File: src/rtl/enter_prompt_ctrl_if.sv
// ---------------------------------------------------------------------------
// enter_prompt_ctrl_if
// Signal bundle between the title-screen prompt sequencer and its neighbours
// (VGA raster counter, keyboard decoder, game logic, prompt bitmap drawer).
//
//   pixelX, pixelY   11  current raster column / row
//   startOfFrame      1  one-cycle pulse on the first pixel of each frame
//   enterKey          1  Enter key level, synchronous to clk
//   gameOver          1  one-cycle pulse from game logic
//   InsideRectangle   1  pixel lies in the prompt box and the prompt is shown
//   offsetX, offsetY 11  pixel position relative to the prompt's top-left
//   startGame         1  one-cycle pulse when play begins
//   titleActive       1  high whenever the game is not being played
//
// Modports:
//   master - the environment side: drives raster/key/game inputs
//   slave  - the sequencer side: drives prompt geometry and game control
// ---------------------------------------------------------------------------
interface enter_prompt_ctrl_if;
   logic [10:0] pixelX;
   logic [10:0] pixelY;
   logic        startOfFrame;
   logic        enterKey;
   logic        gameOver;
   logic        InsideRectangle;
   logic [10:0] offsetX;
   logic [10:0] offsetY;
   logic        startGame;
   logic        titleActive;

   modport master (
      output pixelX, pixelY, startOfFrame, enterKey, gameOver,
      input  InsideRectangle, offsetX, offsetY, startGame, titleActive
   );

   modport slave (
      input  pixelX, pixelY, startOfFrame, enterKey, gameOver,
      output InsideRectangle, offsetX, offsetY, startGame, titleActive
   );
endinterface

File: src/rtl/enter_prompt_ctrl.sv
// ---------------------------------------------------------------------------
// enter_prompt_ctrl
// Title-screen sequencer for the "ENTER" prompt bitmap (51x15 sprite).
//   - Maps the raster position onto the prompt box and reports the offset
//     inside it, so the bitmap drawer can fetch the right texel.
//   - Blinks the prompt and debounces the Enter key, both counted in frames.
//   - Emits a one-cycle startGame pulse, hides the prompt during play and
//     re-arms the title screen when the game reports gameOver.
//
// Ports:
//   clk    in  system / pixel clock
//   reset  in  asynchronous, active-high reset
//   bus    slave side of enter_prompt_ctrl_if:
//            in : pixelX, pixelY, startOfFrame, enterKey, gameOver
//            out: InsideRectangle, offsetX, offsetY, startGame, titleActive
//
// All outputs are registered. The geometry outputs describe the pixel that
// was presented one clock earlier; the drawer adds one more stage, and the
// raster mux compensates for the total of two.
//
// State flow:
//   WAIT_RELEASE : key must be seen released on DEBOUNCE_FRAMES consecutive
//                  frames, so a key held through gameOver cannot restart play.
//   TITLE        : key must be seen pressed on DEBOUNCE_FRAMES consecutive
//                  frames.
//   CONFIRM      : prompt shown solid for CONFIRM_FRAMES frames, key ignored.
//   PLAY         : prompt hidden until gameOver.
// ---------------------------------------------------------------------------
module enter_prompt_ctrl #(
   parameter int unsigned TOP_LEFT_X      = 294,
   parameter int unsigned TOP_LEFT_Y      = 300,
   parameter int unsigned OBJECT_WIDTH_X  = 51,
   parameter int unsigned OBJECT_HEIGHT_Y = 15,
   parameter int unsigned BLINK_FRAMES    = 30,
   parameter int unsigned DEBOUNCE_FRAMES = 4,
   parameter int unsigned CONFIRM_FRAMES  = 60
) (
   input  logic                clk,
   input  logic                reset,
   enter_prompt_ctrl_if.slave  bus
);

   // ------------------------------------------------------------------------
   // Constants
   // ------------------------------------------------------------------------
   localparam int BLINK_W = $clog2(BLINK_FRAMES + 1);
   localparam int DEB_W   = $clog2(DEBOUNCE_FRAMES + 1);
   localparam int CONF_W  = $clog2(CONFIRM_FRAMES + 1);

   // Box bounds are compared at 12 bits so that TOP_LEFT + SIZE never wraps.
   localparam logic [11:0] X_LO = 12'(TOP_LEFT_X);
   localparam logic [11:0] X_HI = 12'(TOP_LEFT_X + OBJECT_WIDTH_X);
   localparam logic [11:0] Y_LO = 12'(TOP_LEFT_Y);
   localparam logic [11:0] Y_HI = 12'(TOP_LEFT_Y + OBJECT_HEIGHT_Y);
   localparam logic [10:0] X_ORG = 11'(TOP_LEFT_X);
   localparam logic [10:0] Y_ORG = 11'(TOP_LEFT_Y);

   localparam logic [BLINK_W-1:0] BLINK_LAST = BLINK_W'(BLINK_FRAMES - 1);
   localparam logic [DEB_W-1:0]   DEB_DONE   = DEB_W'(DEBOUNCE_FRAMES);
   localparam logic [CONF_W-1:0]  CONF_LAST  = CONF_W'(CONFIRM_FRAMES - 1);

   typedef enum logic [1:0] {
      WAIT_RELEASE = 2'd0,
      TITLE        = 2'd1,
      CONFIRM      = 2'd2,
      PLAY         = 2'd3
   } state_t;

   // ------------------------------------------------------------------------
   // State
   // ------------------------------------------------------------------------
   state_t               state;
   logic                 blink_phase;
   logic [BLINK_W-1:0]   blink_cnt;
   logic [DEB_W-1:0]     deb_cnt;
   logic [CONF_W-1:0]    conf_cnt;

   // ------------------------------------------------------------------------
   // Combinational helpers
   // ------------------------------------------------------------------------
   logic [11:0]          px_ext;
   logic [11:0]          py_ext;
   logic                 in_box;
   logic                 visible;
   logic                 shown;
   logic [DEB_W-1:0]     deb_inc;

   assign px_ext = {1'b0, bus.pixelX};
   assign py_ext = {1'b0, bus.pixelY};

   // NOTE: every variable written in always_comb gets a value on every path
   // (here via the defaults at the top); a missed path would infer a latch.
   always_comb begin
      in_box  = 1'b0;
      visible = 1'b0;
      deb_inc = deb_cnt;

      in_box = (px_ext >= X_LO) && (px_ext < X_HI) &&
               (py_ext >= Y_LO) && (py_ext < Y_HI);

      unique case (state)
         WAIT_RELEASE,
         TITLE:   visible = blink_phase;
         CONFIRM: visible = 1'b1;
         PLAY:    visible = 1'b0;
      endcase

      // Saturating step of the debounce run length.
      if (deb_cnt != DEB_DONE) begin
         deb_inc = deb_cnt + 1'b1;
      end
   end

   assign shown = in_box && visible;

   // ------------------------------------------------------------------------
   // Sequencer, counters and registered outputs
   // ------------------------------------------------------------------------
   // NOTE: sequential state uses non-blocking assignments only, so every
   // right-hand side below reads the value from before this clock edge, and
   // a later assignment to the same register in this block overrides an
   // earlier default (used for startGame).
   always_ff @(posedge clk or posedge reset) begin
      if (reset) begin
         state               <= WAIT_RELEASE;
         blink_phase         <= 1'b1;
         blink_cnt           <= '0;
         deb_cnt             <= '0;
         conf_cnt            <= '0;
         bus.InsideRectangle <= 1'b0;
         bus.offsetX         <= '0;
         bus.offsetY         <= '0;
         bus.startGame       <= 1'b0;
         bus.titleActive     <= 1'b1;
      end else begin
         // Geometry pipeline: describes the pixel presented this cycle,
         // using the visibility in force before any state change.
         bus.InsideRectangle <= shown;
         bus.offsetX         <= shown ? (bus.pixelX - X_ORG) : '0;
         bus.offsetY         <= shown ? (bus.pixelY - Y_ORG) : '0;

         // Pulse output; only the CONFIRM -> PLAY step raises it.
         bus.startGame <= 1'b0;

         if ((state == PLAY) && bus.gameOver) begin
            // gameOver takes priority over a coincident startOfFrame; the
            // title screen restarts exactly as it does out of reset.
            state           <= WAIT_RELEASE;
            deb_cnt         <= '0;
            blink_phase     <= 1'b1;
            blink_cnt       <= '0;
            bus.titleActive <= 1'b1;
         end else if (bus.startOfFrame) begin
            // Blink runs in every state; it only matters while visible
            // follows blink_phase, but keeping it free-running keeps the
            // cadence independent of key activity.
            if (blink_cnt == BLINK_LAST) begin
               blink_cnt   <= '0;
               blink_phase <= ~blink_phase;
            end else begin
               blink_cnt <= blink_cnt + 1'b1;
            end

            unique case (state)
               WAIT_RELEASE: begin
                  if (bus.enterKey) begin
                     deb_cnt <= '0;
                  end else if (deb_inc == DEB_DONE) begin
                     state   <= TITLE;
                     deb_cnt <= '0;
                  end else begin
                     deb_cnt <= deb_inc;
                  end
               end

               TITLE: begin
                  if (!bus.enterKey) begin
                     deb_cnt <= '0;
                  end else if (deb_inc == DEB_DONE) begin
                     state    <= CONFIRM;
                     deb_cnt  <= '0;
                     conf_cnt <= '0;
                  end else begin
                     deb_cnt <= deb_inc;
                  end
               end

               CONFIRM: begin
                  // Compare before incrementing: CONFIRM_FRAMES frames are
                  // spent here, the last one moving to PLAY.
                  if (conf_cnt == CONF_LAST) begin
                     state           <= PLAY;
                     bus.startGame   <= 1'b1;
                     bus.titleActive <= 1'b0;
                  end else begin
                     conf_cnt <= conf_cnt + 1'b1;
                  end
               end

               PLAY: ;
            endcase
         end
      end
   end

endmodule
File: src/flat_wrapper.sv
// flat-port wrapper written by rule: the top's interface ports become plain ports
module enter_prompt_ctrl_flat 
#(
   parameter int unsigned TOP_LEFT_X      = 294,
   parameter int unsigned TOP_LEFT_Y      = 300,
   parameter int unsigned OBJECT_WIDTH_X  = 51,
   parameter int unsigned OBJECT_HEIGHT_Y = 15,
   parameter int unsigned BLINK_FRAMES    = 30,
   parameter int unsigned DEBOUNCE_FRAMES = 4,
   parameter int unsigned CONFIRM_FRAMES  = 60
)
  (clk, reset, bus_pixelX, bus_pixelY, bus_startOfFrame, bus_enterKey, bus_gameOver, bus_InsideRectangle, bus_offsetX, bus_offsetY, bus_startGame, bus_titleActive);
  enter_prompt_ctrl_if bus_i ();
  input  logic clk;
  input  logic reset;
  input wire logic [$bits(bus_i.pixelX)-1:0] bus_pixelX;
  input wire logic [$bits(bus_i.pixelY)-1:0] bus_pixelY;
  input wire logic [$bits(bus_i.startOfFrame)-1:0] bus_startOfFrame;
  input wire logic [$bits(bus_i.enterKey)-1:0] bus_enterKey;
  input wire logic [$bits(bus_i.gameOver)-1:0] bus_gameOver;
  output wire logic [$bits(bus_i.InsideRectangle)-1:0] bus_InsideRectangle;
  output wire logic [$bits(bus_i.offsetX)-1:0] bus_offsetX;
  output wire logic [$bits(bus_i.offsetY)-1:0] bus_offsetY;
  output wire logic [$bits(bus_i.startGame)-1:0] bus_startGame;
  output wire logic [$bits(bus_i.titleActive)-1:0] bus_titleActive;
  assign bus_i.pixelX = bus_pixelX;
  assign bus_i.pixelY = bus_pixelY;
  assign bus_i.startOfFrame = bus_startOfFrame;
  assign bus_i.enterKey = bus_enterKey;
  assign bus_i.gameOver = bus_gameOver;
  assign bus_InsideRectangle = bus_i.InsideRectangle;
  assign bus_offsetX = bus_i.offsetX;
  assign bus_offsetY = bus_i.offsetY;
  assign bus_startGame = bus_i.startGame;
  assign bus_titleActive = bus_i.titleActive;
  enter_prompt_ctrl #(.TOP_LEFT_X(TOP_LEFT_X), .TOP_LEFT_Y(TOP_LEFT_Y), .OBJECT_WIDTH_X(OBJECT_WIDTH_X), .OBJECT_HEIGHT_Y(OBJECT_HEIGHT_Y), .BLINK_FRAMES(BLINK_FRAMES), .DEBOUNCE_FRAMES(DEBOUNCE_FRAMES), .CONFIRM_FRAMES(CONFIRM_FRAMES)) u_core (.clk(clk), .reset(reset), .bus(bus_i));
endmodule
File: config.mk
export PLATFORM = sky130hd
export DESIGN_NAME = enter_prompt_ctrl_flat
export DESIGN_NICKNAME = d
export VERILOG_FILES = /design/src/rtl/enter_prompt_ctrl_if.sv /design/src/rtl/enter_prompt_ctrl.sv /design/src/flat_wrapper.sv
export SDC_FILE = /design/constraint.sdc
export NUM_CORES = 1
export LEC_CHECK = 0
export CORE_UTILIZATION = 47
export CTS_BUF_LIST = sky130_fd_sc_hd__clkbuf_4
export DETAILED_ROUTE_END_ITERATION = 10
export PLACE_DENSITY = 0.79
export SLEW_MARGIN = 5
export SYNTH_ARGS = -nofsm -noshare
export SYNTH_HDL_FRONTEND = slang
export SYNTH_SLANG_ARGS = --single-unit
File: constraint.sdc
create_clock -name clk -period 2.2 [get_ports clk]
set_clock_uncertainty 0.2 [all_clocks]
set_input_delay 0.22 -clock clk [delete_from_list [all_inputs] [get_ports clk]]
set_output_delay 0.22 -clock clk [all_outputs]
set_load 0.01 [all_outputs]
==> results.md <==
- Share of cells above drive strength 1: 0.177
- Drt total wl: between 5 and 6 mm
- Mapped Cells: approximately 240
- Fillers: roughly 320
- Worst skew pair latency: 350 ps
- Unrepaired setup endpoints after global routing: true
- Cts bufs inserted: 5
- Main flop type after synthesis: dfrtp_1
- CP endpoint kind: flip-flop
- Drc violations: 2
- CTS Root Cell: clkbuf_4
- Register Area: 1050 µm²
- Yosys reg bits: 42
- # diodes: 0
- Initial antenna violation count: 0
- Fin area: between 3000 and 4000 µm²
- Post-DP HPWL: ~3.7 mm
- Initial Utilization: 0.500
- # placed instances: approximately 360
- Largest net degree at the start of global routing: 43
- I/O pin count: 52
- Critical path, cell by cell: inv_2, ha_4, or2b_1, a31o_4, a221oi_4, buf_4, nand3_1, o21ai_1
- Total Neg Setup Slack: 0 ps
- Worst Max-Slew Pin Slew: 505 ps
- Grt ovf: 0
- Crit start category: flip-flop
- Area growth syn-to-layout: 41.8%
- Endpoints failing setup: 0
- DR vias/cell: about 5.4
- EDFF count, synth: 0
- Synth Cell Area: 2240 µm²
- Drt pass-1 iters: 7
- Die Height: a little over 70 µm
- Die area: 5040 µm²
- Period minus WS final: around 2100 ps
- Critical-path top delay cell: dfrtp_1
- Worst Hold Class: input pin to async pin
- H-tree lvl count: 2
- Number of port buffers: 51
- Placement Cell Area: ~3000 µm²
- Routability cong.: 0.808
- Total Nets Final: around 360
- Synth cell types: a little under 50
- 1st-iter DRT viols: around 110
- Max_cap viols: 0
- Leak pwr: around 1.4 nW
- Reg clk slew, reported paths: between 100 and 150 ps
- Clk sink count: 42
- Fmax: approximately 470 MHz
- Synth warn: 0
- CTS tree: yes
- Power Density: 753 nW/µm²
- Synth Area per Inst: 9.53 µm²
- Design Power: approximately 2.4 mW
- Most common cell after layout, fill and taps aside: clkdlybuf4s50_1
- Antenna viol nets, final: 0
- Crit path kind: flip-flop to flip-flop
- FP Rows: 24
- Drt wl/cell: approximately 14 µm
- Tcrit/Tclk final: 0.969
- DIE WIDTH: approximately 71 µm
- Number of global-route vias before repair: around 2,000
- Crit path required time: 2290 ps
- Crit path DAT: between 2000 and 2500 ps
- Most frequent cells in the layout: 51 x clkdlybuf4s50_1, 40 x dfrtp_1, 32 x buf_4
- CP max FO: 4
- Relative slew margins: 0.663
- First-pass GRT wire length: around 8.5 mm
- Footprint of the multi-input gates: around 1200 µm²
- Post-Layout Cell Count: about 370
- Failing checks: design-rule violations
- Via Count: 2,010
- Core Area: between 4000 and 5000 µm²
- Maximum vdd drop: ~0.47 mV
- Clock buffer depth: 2
- Total GRT Usage: 0.213
- CP max stage delay: between 400 and 500 ps
- Outcome: finished with violations
- Max-slew violation count: 0
- Hold Fails Final Rpt: 0
- Crit path max-delay family: compound AO/OA/AOI/OAI gates
- Sequential fraction of the synthesis area: 0.471
- Async SR Flop Fraction: 1.00
- Bufs and invs on worst path: 2
- Synthesized Nets: between 200 and 300
==> registers in the layout (all words and copies together) (netlist names), 2 cells and up <==
name	cells
u_core.blink_cnt	5
u_core.deb_cnt	3
u_core.conf_cnt	6
u_core.bus.offsetX	11
u_core.bus.offsetY	11
u_core.state	2
==> cells in the mapped netlist, drive strengths merged, types with 3 or more instances <==
library cell	number	area, µm²
dfrtp	40	1000
nor2	31	116
inv	22	82.6
nand2	18	67.6
ha	14	175
nand3	11	55.1
a21oi	10	50.1
o21ai	10	50.0
nor3	5	25.0
o31ai	5	37.5
a311oi	4	35.0
nand4	4	25.0
xnor2	4	35.0
a2111oi	3	26.3
a21o	3	22.5
a31oi	3	18.8
a41oi	3	26.3
clkbuf	3	11.3
nand3b	3	22.5
xor2	3	26.3
==> per-layer routing <==
layer | up-vias | wire length (µm) | GRT usage
met5 | - | 0 | 0
met4 | 0 | 83 | 0.0844
met3 | 9 | 135 | 0.0342
met2 | 46 | 2580 | 0.357
met1 | 949 | 2350 | 0.278
li1 | 1006 | - | -
==> logic make-up after synthesis <==
family | synth area share
muxes | 0.00447
adders and majority gates | 0.0783
DFF | 0.471
buffers and inverters | 0.0464
and+or+nand+nor | 0.197
xor gates and xnor gates | 0.0274
AOI/OAI and AO/OA | 0.176
==> path summary, 6_finish.rpt <==
kind | endpoint | cells after the start | slack [ps] | startpoint
max | u_core.conf_cnt[1] | 8 | 70 | u_core.deb_cnt[0]
min | u_core.bus.offsetY[7] | 3 | 80 | reset
max reg2reg | u_core.conf_cnt[1] | 8 | 70 | u_core.deb_cnt[0]
min reg2reg | u_core.conf_cnt[5] | 1 | 300 | u_core.conf_cnt[5]
max in group asynchronous | u_core.blink_phase | 3 | 1350 | reset
min in group clk | u_core.bus.offsetY[0] | 3 | 250 | bus_pixelY[0]
==> report_power, final <==
group          leakage (nW)  internal [mW]  switching [mW]
Clock                0.0277          0.114           0.236
Sequential            0.565          0.896           0.123
Combinational         0.836          0.510           0.509
Total                  1.43           1.52           0.869
==> cell type report <==
| type | count | area share |
|---|---|---|
| inverter | 22 | 0.0260 |
| sequential | 42 | 0.332 |
| tap | 52 | 0.0205 |
| clock buffer | 5 | 0.0118 |
| clock inverter | 3 | 0.00355 |
| multi-input combinational | 166 | 0.366 |
| timing repair buffer | 84 | 0.240 |
==> repair_timing <==
action	4_1_cts	5_1_grt
pin swaps	4	5
buffers inserted	0	4
hold buffers	0	0
endpoints found under the setup margin	3	9
resized for setup	2	16
==> worst min-delay path, delay by kind of cell <==
kind | cells | cell delay, ps
buffers and inverters | 3 | 870
==> stage by stage <==
stage                     setup WS, ps   util  hold WS [ps]
after floorplan                   19.3      -          86.4
after global placement           -66.1  0.673           280
after detailed placement          -241  0.673           279
after CTS                         1.56  0.690          95.9
after global routing             -45.7  0.709           140
final                             68.8  0.709          83.1
Power figures use the tool's default switching activity.
